**src/rtl/next_addr_unit.sv**
```systemverilog
// Program counter and next-address unit for the MicroMIPS datapath, with a fetch handshake.
// Define JR_MISALIGN_TRAP_EN to trap a jr to a non-word-aligned register value.
module next_addr_unit #(
  parameter int unsigned       ADDR_W       = 30,
  parameter logic [ADDR_W-1:0] RESET_ADDR   = '0,
  parameter logic [ADDR_W-1:0] SYSCALL_ADDR = ADDR_W'(32'h0000_0100)
) (
  input  logic              clk_i,
  input  logic              rst_i,
  input  logic [1:0]        brtype_i,
  input  logic [1:0]        pcsrc_i,
  input  logic              ctl_valid_i,
  input  logic [31:0]       rs_data_i,
  input  logic [31:0]       rt_data_i,
  input  logic [15:0]       imm_i,
  input  logic [25:0]       jta_i,
  input  logic              imem_ack_i,
  output logic              imem_req_o,
  output logic [ADDR_W-1:0] imem_addr_o,
  output logic [ADDR_W-1:0] pc_o,
  output logic [ADDR_W-1:0] incr_pc_o,
  output logic              instr_done_o,
  output logic              taken_o,
  output logic              misalign_o
);

  typedef enum logic [1:0] {StResetHold, StFetch, StExec} state_e;

  state_e            state_q;
  logic [ADDR_W-1:0] pc_q;
  logic [ADDR_W-1:0] incr_pc;
  logic [ADDR_W-1:0] pc_next;
  logic              imem_req_q;
  logic              instr_done_q;
  logic              taken_q;
  logic              next_taken;
  logic              br_cond;
`ifdef JR_MISALIGN_TRAP_EN
  logic              misalign_q;
  logic              next_mis;
`endif

  assign incr_pc = pc_q + ADDR_W'(1);

  // brtype is decoded only under pcsrc==00 so an unknown brtype never reaches pc_q.
  always_comb begin
    pc_next    = incr_pc;
    next_taken = 1'b0;
    br_cond    = 1'b0;
`ifdef JR_MISALIGN_TRAP_EN
    next_mis   = 1'b0;
`endif
    case (pcsrc_i)
      2'b00: begin
        case (brtype_i)
          2'b01:   br_cond = (rs_data_i == rt_data_i);
          2'b10:   br_cond = (rs_data_i != rt_data_i);
          2'b11:   br_cond = rs_data_i[31];
          default: br_cond = 1'b0;
        endcase
        if (br_cond) begin
          pc_next    = incr_pc + {{(ADDR_W-16){imm_i[15]}}, imm_i};
          next_taken = 1'b1;
        end
      end
      2'b01: begin
        pc_next    = {pc_q[ADDR_W-1:26], jta_i};
        next_taken = 1'b1;
      end
      2'b10: begin
        pc_next    = rs_data_i[ADDR_W+1:2];
        next_taken = 1'b1;
`ifdef JR_MISALIGN_TRAP_EN
        if (rs_data_i[1:0] != 2'b00) begin
          pc_next  = SYSCALL_ADDR;
          next_mis = 1'b1;
        end
`endif
      end
      default: begin
        pc_next    = SYSCALL_ADDR;
        next_taken = 1'b1;
      end
    endcase
  end

  always_ff @(posedge clk_i or posedge rst_i) begin
    if (rst_i) begin
      state_q      <= StResetHold;
      pc_q         <= RESET_ADDR;
      imem_req_q   <= 1'b0;
      instr_done_q <= 1'b0;
      taken_q      <= 1'b0;
`ifdef JR_MISALIGN_TRAP_EN
      misalign_q   <= 1'b0;
`endif
    end else begin
      instr_done_q <= 1'b0;
      taken_q      <= 1'b0;
`ifdef JR_MISALIGN_TRAP_EN
      misalign_q   <= 1'b0;
`endif
      case (state_q)
        StResetHold: begin
          state_q    <= StFetch;
          imem_req_q <= 1'b1;
        end
        StFetch: begin
          if (imem_ack_i) begin
            state_q    <= StExec;
            imem_req_q <= 1'b0;
          end
        end
        StExec: begin
          if (ctl_valid_i) begin
            pc_q         <= pc_next;
            instr_done_q <= 1'b1;
            taken_q      <= next_taken;
`ifdef JR_MISALIGN_TRAP_EN
            misalign_q   <= next_mis;
`endif
            state_q      <= StFetch;
            imem_req_q   <= 1'b1;
          end
        end
        default: begin
          state_q    <= StResetHold;
          imem_req_q <= 1'b0;
        end
      endcase
    end
  end

  assign pc_o         = pc_q;
  assign imem_addr_o  = pc_q;
  assign incr_pc_o    = incr_pc;
  assign imem_req_o   = imem_req_q;
  assign instr_done_o = instr_done_q;
  assign taken_o      = taken_q;
`ifdef JR_MISALIGN_TRAP_EN
  assign misalign_o   = misalign_q;
`else
  assign misalign_o   = 1'b0;
`endif

endmodule
```
**config.mk**
```make
export PLATFORM = sky130hd
export DESIGN_NAME = next_addr_unit
export DESIGN_NICKNAME = d
export VERILOG_FILES = /design/src/rtl/next_addr_unit.sv
export SDC_FILE = /design/constraint.sdc
export NUM_CORES = 1
export LEC_CHECK = 0
export CORE_MARGIN = 1.5
export CORE_UTILIZATION = 40
export CTS_BUF_LIST = sky130_fd_sc_hd__clkbuf_2
export DETAILED_ROUTE_END_ITERATION = 16
export PLACE_DENSITY = 0.82
export SYNTH_ARGS = -nofsm -noshare
export SYNTH_HDL_FRONTEND = slang
export SYNTH_SLANG_ARGS = --single-unit
```
**constraint.sdc**
```tcl
create_clock -name clk_i -period 9.39 [get_ports clk_i]
set_input_delay 1.4085 -clock clk_i [delete_from_list [all_inputs] [get_ports clk_i]]
set_output_delay 1.4085 -clock clk_i [all_outputs]
set_load 0.01 [all_outputs]
```
==> impl_summary.log <==
INFO  metric status = completed
INFO  metric cts_h_tree_depth = 2
INFO  metric ctsRootBufferMaster = clkbuf_2
INFO  metric critical-path-top-delay-family = simple AND/OR/NAND/NOR gates
INFO  metric drtAntennaViolNets = 0
INFO  metric cts_resized = 0
INFO  metric min_path_type = reg -> reg
INFO  metric synth-warning-count = 0
INFO  metric dp_hpwl = approximately 14000 µm
INFO  metric seq_area_frac_synth = 18.2%
INFO  metric drt_iter0_markers = approximately 470
INFO  metric synthDominantAreaCellType = dfrtp_1
INFO  metric hold_violations = 0
INFO  metric hold_slack = between 0.5 and 0.6 ns
INFO  metric postSynthCellCount = 571
INFO  metric synthesis.area = 4680 µm²
INFO  metric fin_crit_sh = 48.5%
INFO  metric number_of_antenna_violations_at_the_first_check_in_global_routing = 1
INFO  metric final_core_utilization = 58.7%
INFO  metric cp_common_cell = and4_1
INFO  metric largest_family_of_logic_cells_by_synthesized_area = compound AO/OA/AOI/OAI gates
INFO  metric critical_path.cell_chain = and4_1 > and2_1 > and4_1 > nand3_1 > xnor2_1 > clkdlybuf4s50_1
INFO  metric tritoncts_clock_tree = done
INFO  metric timing.critical_path.required = 7.98 ns
INFO  metric synth_largest_type_area_fraction = 18.2%
INFO  metric critPathCaptureType = output port
INFO  metric worst_ep_arrival_time = 3.15 ns
INFO  metric fin_skew = 0.0265 ns
INFO  metric gr-total-overflow = 0
INFO  metric slew_violations = 0
INFO  metric worst-r2r-setup-slack = 5.30 ns
INFO  metric fin_crit = ~4.6 ns
INFO  metric core_area = 11400 µm²
INFO  metric critical_path.max_stage_delay = 0.64 ns
INFO  metric drt_pass1_iterations = 8
INFO  metric number_of_nets_in_the_final_layout = around 890
INFO  metric grtUsageTotal = between 20% and 30%
INFO  metric distinct_cells_synth = 67
INFO  metric clk_pin_slew_worst_paths = 0.23 ns
INFO  metric pwr_dens = 275 nW/µm²
INFO  metric io_pins = 208
INFO  metric detailed_route_wire_length = 17600 µm
INFO  metric synthesis.nets = roughly 720
INFO  metric synth_async_sr_flop_share = 100%
INFO  metric non_filler_instance_count_after_layout = around 900
INFO  metric clock_tree.buffer_depth = 2
INFO  metric synthSimpleGateAreaFrac = 19.5%
INFO  metric maxSlewHeadroom = 20.6%
INFO  metric placedCellCount = between 800 and 900
INFO  metric clock.fmax = 219 MHz
INFO  metric post_synth.cell_area_avg = between 8 and 9 µm²
INFO  metric drt-wirelength-per-cell = 20.0 µm
INFO  metric initial_core_util = 41.0%
INFO  metric overall_power = 1840 µW
INFO  metric post_synth_fa_ha_maj_area_fraction = 10.3%
INFO  metric vias = 5200
INFO  metric cts-buffers-inserted = 5
INFO  metric num_rows = 39
INFO  metric synthXorXnorAreaFrac = roughly 16%
INFO  metric synth_compound_gate_area_share = 24.0%
INFO  metric power.ir.vdd_worst = between 0.1 and 0.15 mV
INFO  metric grt_first_pass_wirelength = approximately 27000 µm
INFO  metric area.growth.synth_to_final = 43.2%
INFO  metric setup_tns = 0 ns
INFO  metric io_buffers = around 210
INFO  metric synth_enable_flop_cells = 0
INFO  metric dieHeight = 111 µm
INFO  metric die_w = 111 µm
INFO  metric clk_latency = 0.43 ns
INFO  metric drv_cap = 0
INFO  metric final_setup_vio_count = 0
INFO  metric layout_cells_sized_above_1 = 3.39%
INFO  metric grt_start_max_net_pins = 35
INFO  metric numClockSinks = 34
INFO  metric crit_slowest_cell = clkdlybuf4s50_1
INFO  metric ys_ff_latch = 34
INFO  metric synth.top_cells.by_area = dfrtp_1 (18%), xnor2_1 (13%), ha_1 (9.9%)
INFO  metric route.detailed.drc = 0
INFO  metric power.leakage = around 0.0028 µW
INFO  metric ys.flop_type = dfrtp_1
INFO  metric die_area = ~12000 µm²
INFO  metric finalWeightedCongestion = 0.960
INFO  metric routed_via_density = 5.90
INFO  metric number_of_global_route_vias_before_repair = 5131
INFO  metric timing_worst_setup_path_type = reg -> out
INFO  metric post_cts_buffers = 0
INFO  metric share_of_synthesized_area_spent_on_multiplexers = 3.69%
INFO  metric cts.hold.buffers_added = 0
INFO  metric cp-start-kind = flop
INFO  metric worstPathMaxFanout = 8
INFO  metric path_buf_inv = 1
INFO  metric grt_setup_unrepaired = no
INFO  metric tightestPinTransition = 1.19 ns
==> Yosys cell counts, drive strengths merged, types with 14 or more instances <==
cell type,instances
nand4,14
nand2,38
nand3,19
mux2i,15
xnor2,72
a21oi,27
clkbuf,14
ha,37
dfrtp,34
nor2,39
and3,24
a211oi,14
buf,37
o21ai,35
==> through the flow <==
step	instance area (µm²)	setup slack (ns)
after floorplan	4680	5.89
after global placement	6610	4.64
after detailed placement	6610	4.60
after CTS	6700	4.84
after global routing	6710	4.64
final	6710	4.83
==> layer usage <==
layer	vias to the layer above	share of wire, %	global-route usage, %
li1	2415	-	-
met1	2493	42	34.9
met2	256	49	47.7
met3	36	6.4	4.54
met4	0	2.6	8.10
met5	-	0	0
==> final timing paths <==
check,startpoint,end,depth (start not counted)
hold / removal,state_q[1]$_DFFE_PP0P_,imem_req_o$_DFFE_PP0P_,1
setup reg to reg,imem_addr_o[2]$_DFFE_PP0P_,imem_addr_o[28]$_DFFE_PP0P_,15
hold reg to reg,state_q[1]$_DFFE_PP0P_,imem_req_o$_DFFE_PP0P_,1
max in group asynchronous,rst_i,imem_addr_o[4]$_DFFE_PP0P_,3
min in group asynchronous,rst_i,imem_addr_o[28]$_DFFE_PP0P_,3
setup / recovery,imem_addr_o[2]$_DFFE_PP0P_,incr_pc_o[22],6
==> state kept, by name, indices dropped and copies added (netlist names) <==
name	count
taken_o	1
state_q	1
instr_done_o	1
imem_req_o	1
imem_addr_o	30
==> power breakdown <==
group | total (µW) | switching (µW) | internal (µW)
Clock | 136 | 64.3 | 72.1
Sequential | 332 | 125 | 207
Combinational | 1370 | 672 | 703
Total | 1840 | 861 | 982
==> layout make-up <==
type                       count  area [µm²]
fill                        1070        4710
multi-input combinational    474        3450
timing repair buffer         209        2080
sequential                    34         851
tap                          143         179
clock inverter                 3        68.8
inverter                      12        45.0
clock buffer                   5        25.0
antenna                        1        2.50
==> worst reg2reg max path, delay by kind of cell (launching register included) <==
kind / cells / cell delay, ns
AOI/OAI and AO/OA: 8 / 1.39
xor gates and xnor gates: 2 / 0.57
adders and majority gates: 1 / 0.36
DFF: 1 / 0.57
and+or+nand+nor: 4 / 1.13
==> cells in the final DEF, fill, tap and decap left out, types with 13 or more instances in the layout <==
cell / instances
a211oi_1: 13
nand2_1: 38
o21ai_0: 30
nand4_1: 14
and3_1: 24
nor2_1: 38
xnor2_1: 71
mux2i_1: 15
a21oi_1: 25
nand3_1: 17
dfrtp_1: 34
clkdlybuf4s50_1: 206
xor2_1: 13
ha_1: 37
==> cell families after synthesis <==
| family | Yosys count |
|---|---|
| buffers and inverters | 63 |
| AO/OA/AOI/OAI | 157 |
| multiplexers | 17 |
| AND/OR/NAND/NOR | 176 |
| XOR/XNOR | 85 |
| other | 1 |
| flip-flops | 34 |
| adder cells (fa/ha/maj) | 38 |
No activity file was read; power rests on OpenSTA's default activity.
